===== config.mk =====
export PLATFORM = sky130hd
export DESIGN_NAME = flt2int_unit
export DESIGN_NICKNAME = d
export VERILOG_FILES = /design/src/rtl/flt2int_unit.sv
export SDC_FILE = /design/constraint.sdc
export NUM_CORES = 1
export LEC_CHECK = 0
export CAP_MARGIN = 30
export CORE_ASPECT_RATIO = 0.75
export CORE_MARGIN = 3
export CORE_UTILIZATION = 31
export DETAILED_ROUTE_END_ITERATION = 10
export SLEW_MARGIN = 10
export SYNTH_ARGS = -nofsm -noshare
export SYNTH_HDL_FRONTEND = slang
export SYNTH_SLANG_ARGS = --single-unit

===== constraint.sdc =====
create_clock -name clk -period 5.8 [get_ports clk]
set_input_delay 0.87 -clock clk [delete_from_list [all_inputs] [get_ports clk]]
set_output_delay 0.87 -clock clk [all_outputs]
set_load 0.005 [all_outputs]

===== src/rtl/flt2int_unit.sv =====
// Iterative 16-bit float (1/5/10, bias 15) to 16-bit signed integer converter.
// Define FLT2INT_ROUND_EN for round-to-nearest-even; otherwise results truncate toward zero.
module flt2int_unit (
  input  logic        clk,
  input  logic        reset,
  input  logic        start,
  input  logic [15:0] flt_in,
  output logic [15:0] int_out,
  output logic        ovf,
  output logic        done
);

  typedef enum logic [2:0] {IDLE, LOAD, SHIFT, ROUND, DONE} state_t;

  state_t      state, state_next;
  logic [15:0] flt_reg;
  logic [15:0] mag;
  logic [15:0] rounded;
  logic [3:0]  cnt;
  logic        left;
`ifdef FLT2INT_ROUND_EN
  logic        guard;
  logic        sticky;
`endif

  logic        sgn;
  logic [4:0]  expo;
  logic [9:0]  mant;
  logic        is_small;
  logic        is_maxneg;
  logic        is_sat;
  logic [3:0]  k;

  assign sgn  = flt_reg[15];
  assign expo = flt_reg[14:10];
  assign mant = flt_reg[9:0];

  // Operands outside the shifter's range bypass it and finish straight from LOAD.
  assign is_small  = (expo < 5'd14);
  assign is_maxneg = (expo == 5'd30) && (mant == 10'd0) && sgn;
  assign is_sat    = (expo >= 5'd30);
  assign k = (expo > 5'd25) ? 4'(expo - 5'd25) : 4'(5'd25 - expo);

`ifdef FLT2INT_ROUND_EN
  assign rounded = mag + {15'd0, guard & (sticky | mag[0])};
`else
  assign rounded = mag;
`endif

  always_ff @(posedge clk) begin
    if (reset) state <= IDLE;
    else       state <= state_next;
  end

  always_comb begin
    state_next = state;
    case (state)
      IDLE, DONE: if (start) state_next = LOAD;
      LOAD: begin
        if (is_small || is_sat) state_next = DONE;
        else if (k != 4'd0)     state_next = SHIFT;
        else                    state_next = ROUND;
      end
      SHIFT:   if (cnt == 4'd1) state_next = ROUND;
      ROUND:   state_next = DONE;
      default: state_next = IDLE;
    endcase
  end

  always_ff @(posedge clk) begin
    if (reset) begin
      flt_reg <= 16'd0;
      mag     <= 16'd0;
      cnt     <= 4'd0;
      left    <= 1'b0;
      int_out <= 16'd0;
      ovf     <= 1'b0;
      done    <= 1'b0;
`ifdef FLT2INT_ROUND_EN
      guard   <= 1'b0;
      sticky  <= 1'b0;
`endif
    end else begin
      case (state)
        IDLE, DONE: begin
          if (start) begin
            flt_reg <= flt_in;
            done    <= 1'b0;
            ovf     <= 1'b0;
          end
        end
        LOAD: begin
          if (is_small) begin
            int_out <= 16'h0000;
            done    <= 1'b1;
          end else if (is_maxneg) begin
            int_out <= 16'h8000;
            done    <= 1'b1;
          end else if (is_sat) begin
            int_out <= sgn ? 16'h8000 : 16'h7FFF;
            ovf     <= 1'b1;
            done    <= 1'b1;
          end else begin
            mag    <= {5'd0, 1'b1, mant};
            cnt    <= k;
            left   <= (expo > 5'd25);
`ifdef FLT2INT_ROUND_EN
            guard  <= 1'b0;
            sticky <= 1'b0;
`endif
          end
        end
        SHIFT: begin
          cnt <= cnt - 4'd1;
          if (left) begin
            mag <= {mag[14:0], 1'b0};
          end else begin
            mag    <= {1'b0, mag[15:1]};
`ifdef FLT2INT_ROUND_EN
            guard  <= mag[0];
            sticky <= sticky | guard;
`endif
          end
        end
        ROUND: begin
          int_out <= sgn ? (~rounded + 16'd1) : rounded;
          done    <= 1'b1;
        end
        default: ;
      endcase
    end
  end

endmodule


# Word level (Yosys, flattened, before mapping)
# Index checks and enable logic that the tools add are counted.
word_totals:
  out_inout_bits: 18
  reg_bits: 58
  wordCells: 79
op_classes:
  order_cmp: 3
  muxes: 29
  addsub: 4
  reduce_logical: 18
  n_eq_ne: 13
  bitwise: 4
ops:
  columns: ["op", "count"]
  rows:
  - ["$mux W16", 9]
  - ["$pmux W16 S2", 2]
  - ["$add A16 B1 Y16 const B", 1]
  - ["$mux W4", 4]
  - ["$not A16 Y16", 1]
  - ["$ne A2 B2 Y1 const B", 6]
  - ["$pmux W3 S4", 1]
  - ["$logic_not A10 Y1", 1]
  - ["$mux W3", 3]
  - ["$pmux W4 S2", 1]
  - ["$reduce_and A4 Y1", 2]
  - ["$mux W1", 7]
  - ["$eq A3 B2 Y1 const B", 2]
  - ["$reduce_and A2 Y1", 3]
  - ["$reduce_bool A2 Y1", 3]
  - ["$eq A5 B5 Y1 const B", 1]
  - ["$ge A5 B5 Y1 const B", 1]
  - ["$gt A5 B5 Y1 const B", 1]
  - ["$lt A5 B4 Y1 const B", 1]
  - ["$reduce_and A5 Y1", 1]
  - ["$eq A4 B1 Y1 const B", 1]
  - ["$ne A4 B4 Y1 const B", 1]
  - ["$reduce_bool A4 Y1", 1]
  - ["$sub A4 B1 Y4 const B", 1]
  - ["13 further kinds", 16]

# Longest topological paths before layout
logic_depth:
  ltp_word: 6
  ltp_mapped: 7
  depth_no_buf: 6

# Worst setup path before layout
# No wires, ideal clock.
synth_path:
  path_type: "register -> register"
  startpoint: "reg mag[1]"
  endpoint: "reg int_out[14]"
  path_buffers: 0
  setup_slack_ns: 3.963
  synth_period_minus_slack_ns: 1.837
  setup_time_ns: 0.066
  arrival_ns: 1.771
  path_stages_with_launch: 7
  cell_sequence: "dfxtp_1 > inv_1 > ha_1 > or4b_1 > nor4_1 > mux2_2 > a21oi_2"
synth_via:
  elab_chain_cells: 4
synth_rtl:
  columns: ["item", "line_no", "source"]
  rows:
  - ["from (decl)", "17", "logic [15:0] mag;"]
  - ["from (signal assigned)", "104", "mag <= {5'd0, 1'b1, mant};"]
  - ["from (signal assigned)", "116", "mag <= {mag[14:0], 1'b0};"]
  - ["from (signal assigned)", "118", "mag <= {1'b0, mag[15:1]};"]
  - ["$not A16 Y16", "126", "int_out <= sgn ? (~rounded + 16'd1) : rounded;"]
  - ["$add A16 B1 Y16", "126", null]
  - ["$mux W16", "126", null]
  - ["$pmux W16 S2", "84", "case (state)"]
  - ["to (signal assigned)", "100", "int_out <= sgn ? 16'h8000 : 16'h7FFF;"]
  - ["to (signal assigned)", "126", null]
  - ["to (decl)", "8", "output logic [15:0] int_out,"]
# Every way passes these cells.
# A chain may end at the register's enable or synchronous reset.

# Worst setup path in the final report
layout_path:
  startpoint: "reg state[1]"
  endpoint: "reg int_out[7]"
layout_via:
  elab_chain_cells: 3
  word_cells_on_any_way: 6
layout_rtl:
  columns: ["item", "line_no", "source"]
  rows:
  - ["from (decl)", "15", "state_t state, state_next;"]
  - ["from (signal assigned)", "52", "else state <= state_next;"]
  - ["$eq A3 B1 Y1 or $eq A3 B2 Y1 (tied branches)", "84", null]
  - ["$ne A4 B4 Y1 (no line) or $reduce_bool A2 Y1 (tied branches)", null, null]
  - ["$reduce_and A2 Y1 (no line)", null, null]
# Parallel ways exist; a longest one is shown, timed or not.

==> results.json <==
{
  "outcome": "finished clean",
  "critPathMaxStageDelay_ns": 0.84,
  "clk_latency_ns": 0.33,
  "cts_hold_buffers": 0,
  "syn_area_mm2": 0.00321,
  "cp_cell_sequence": "and3b_1 -> nor3_2 -> nor2_1 -> a211oi_1",
  "required_ns": 5.98,
  "synth_simple_gate_area_share": 0.225,
  "cp-endpoint": "int_out[7]$_SDFFE_PP0P_",
  "timing.final.crit_share": 0.425,
  "start_kind": "register",
  "report.power.total_uw": 1090,
  "final_cell_mix": "nand2_1, dfxtp_1, clkdlybuf4s50_1",
  "r2r_cells": 4,
  "drv_cap": 0,
  "ir_worst_vdd_uv": 131,
  "cts.repair.resized": 0,
  "start_util": 0.325,
  "cpMaxStageDelayCell": "and3b_1",
  "tightest_slew_ns": 0.921,
  "cp_data_arrival_time_ns": 2.65,
  "drt_first_pass_iters": 5,
  "r2r-start": "state[1]$_SDFFE_PP0P_",
  "timing.rr.end": "int_out[7]$_SDFFE_PP0P_",
  "setup_viol": 0,
  "grt_pass1_wl_um": 13800,
  "r2r_setup_slack_ns": 3.34,
  "leakage_uw": 0.00130,
  "wl_per_cell_um": 14.7,
  "finalSetupTns_ns": 0,
  "drive_gt1_frac": 0.113,
  "synth_warnings": 0,
  "synth_compound_area_frac": 0.228,
  "ys_async_sr_fraction": 0,
  "cts_htree_levels": 3,
  "gr-total-overflow": 0,
  "core-area_mm2": 0.00989,
  "grt_max_degree": 33,
  "synth_seq_cells": 58,
  "maxSlewHeadroom": 0.386,
  "cts.clk_slew.worst_paths_ns": 0.05,
  "min_period_ns": 2.46,
  "finalMaxSlewViolations": 0,
  "grt_pass1_vias": 2712,
  "drt_wl_total_um": 8080,
  "num_rows": 31,
  "final_nets": 441,
  "ioPinCount": 37,
  "grt_use_total": 0.148,
  "clock_skew_ns": 0.00779,
  "clkSinkCount": 58,
  "synth_top_family_by_area": "compound AO/OA/AOI/OAI gates",
  "cp_max_fo": 28,
  "dieArea_mm2": 0.0116,
  "p_per_area_mw_per_mm2": 282,
  "synth_edf_count": 0,
  "num_vias": 2938,
  "syn_to_final_growth_pct": 20.7,
  "syn_avg_cell_area_um2": 8.18,
  "ys_types": 57,
  "fp.dieW_um": 124,
  "synth_fp_nets": 421,
  "synth_cells": 393,
  "die_h_um": 94.2,
  "drcViolationCount": 0,
  "synth_flop_cell": "dfxtp_1",
  "final_antenna_net_count": 0,
  "end_kind": "register",
  "cts_buffers": 9,
  "hold_path.class": "register to register",
  "n_antenna_cell": 0,
  "portBuffers": 36,
  "synth_xor_area_frac": 0.0218,
  "cts_buffer_depth": 2,
  "finalHoldViolCount": 0,
  "first_iter_violations": 274,
  "timing_worst_setup_path_type": "register to register",
  "synthMuxAreaShare": 0.0681,
  "crit_start": "state[1]$_SDFFE_PP0P_",
  "hpwl_um": 5610,
  "place_congestion": 0.837,
  "cts_tree": "built",
  "final_common_cell": "nand2_1",
  "cts_setup_buffers": 0,
  "fmax_mhz": 406,
  "vias_per_cell": 5.35,
  "clockRootBuffer": "clkbuf_16",
  "yosys.area_share.adder": 0.0350,
  "seq_area_frac_synth": 0.361,
  "antenna_found_initial": 0,
  "rsz0062_at_grt": "false"
}
## metal layers
layer  part of all wire  vias to the layer above  global-route usage
li1                   -                     1455                   -
met1               0.51                     1374               0.217
met4             0.0097                        0              0.0396
met3              0.066                        7              0.0427
met5                  0                        -                   0
met2               0.41                      102               0.208
## worst min path at each step
stage	end	cells after the start	start	slack, ns
6_report	flt_reg[7]$_SDFFE_PP0P_	2	flt_reg[7]$_SDFFE_PP0P_	0.48
3_3_place_gp	flt_reg[7]$_SDFFE_PP0P_	2	flt_reg[7]$_SDFFE_PP0P_	0.47
4_1_cts	flt_reg[7]$_SDFFE_PP0P_	2	flt_reg[7]$_SDFFE_PP0P_	0.48
5_1_grt	flt_reg[4]$_SDFFE_PP0P_	2	flt_reg[4]$_SDFFE_PP0P_	0.51
2_1_floorplan	flt_reg[5]$_SDFFE_PP0P_	2	flt_reg[5]$_SDFFE_PP0P_	0.45
3_5_place_dp	flt_reg[7]$_SDFFE_PP0P_	2	flt_reg[7]$_SDFFE_PP0P_	0.47
## kinds of logic (layout without fill, tap and decap cells)
| kind of cell | count (synthesis) | after routing |
|---|---|---|
| simple gates | 142 | 142 |
| compound gates | 115 | 115 |
| flops | 58 | 58 |
| buf+inv | 41 | 65 |
| mux | 20 | 20 |
| fa+ha+maj | 9 | 9 |
| xor+xnor | 8 | 8 |
## cells in the mapped netlist (all sizes together), types with 3 or more instances
cell | number | area share
nand2 | 71 | 0.083
dfxtp | 58 | 0.36
a21oi | 36 | 0.060
o21ai | 31 | 0.048
a31oi | 18 | 0.035
clkbuf | 16 | 0.019
mux2 | 15 | 0.053
buf | 14 | 0.029
nor2 | 12 | 0.014
inv | 10 | 0.012
ha | 9 | 0.035
nand3b | 9 | 0.021
nor3 | 8 | 0.016
a311oi | 7 | 0.019
nand3 | 6 | 0.0093
nor4 | 6 | 0.012
a211oi | 5 | 0.013
mux2i | 5 | 0.016
or4 | 5 | 0.012
xor2 | 5 | 0.014
nand2b | 4 | 0.0078
o211ai | 4 | 0.0093
and2 | 3 | 0.0058
nand4 | 3 | 0.0058
or2 | 3 | 0.0058
xnor2 | 3 | 0.0082
## critical path: cells and delay by family, from the launching register on
| kind | cells | cell delay [ns] |
|---|---|---|
| compound gates | 1 | 0.14 |
| simple gates | 3 | 1.58 |
| flops | 1 | 0.58 |
## area by class of cell
class / instances / area [um^2]
Sequential cell: 58 / 1160
Multi-Input combinational cell: 294 / 1860
Fill cell: 1010 / 6010
Clock buffer: 9 / 225
Clock inverter: 6 / 43.8
Timing Repair Buffer: 39 / 383
Inverter: 11 / 41.3
Tap cell: 132 / 165
## metrics by stage
step	util	hold WS [ns]	std cells	instance area (um^2)	setup slack (ns)
6_report	0.392	0.480	549	3880	3.34
5_1_grt	0.392	0.508	549	3880	3.08
4_1_cts	0.391	0.479	548	3870	3.36
3_5_place_dp	0.364	0.471	533	3600	3.18
3_3_place_gp	0.364	0.467	533	3600	3.23
2_1_floorplan	-	0.449	393	3210	3.96
## where the power goes
part	internal (uW)	switching (uW)
combinational	79.2	81.3
clock	286	193
sequential	425	27.7
Power figures use the tool's default switching activity.
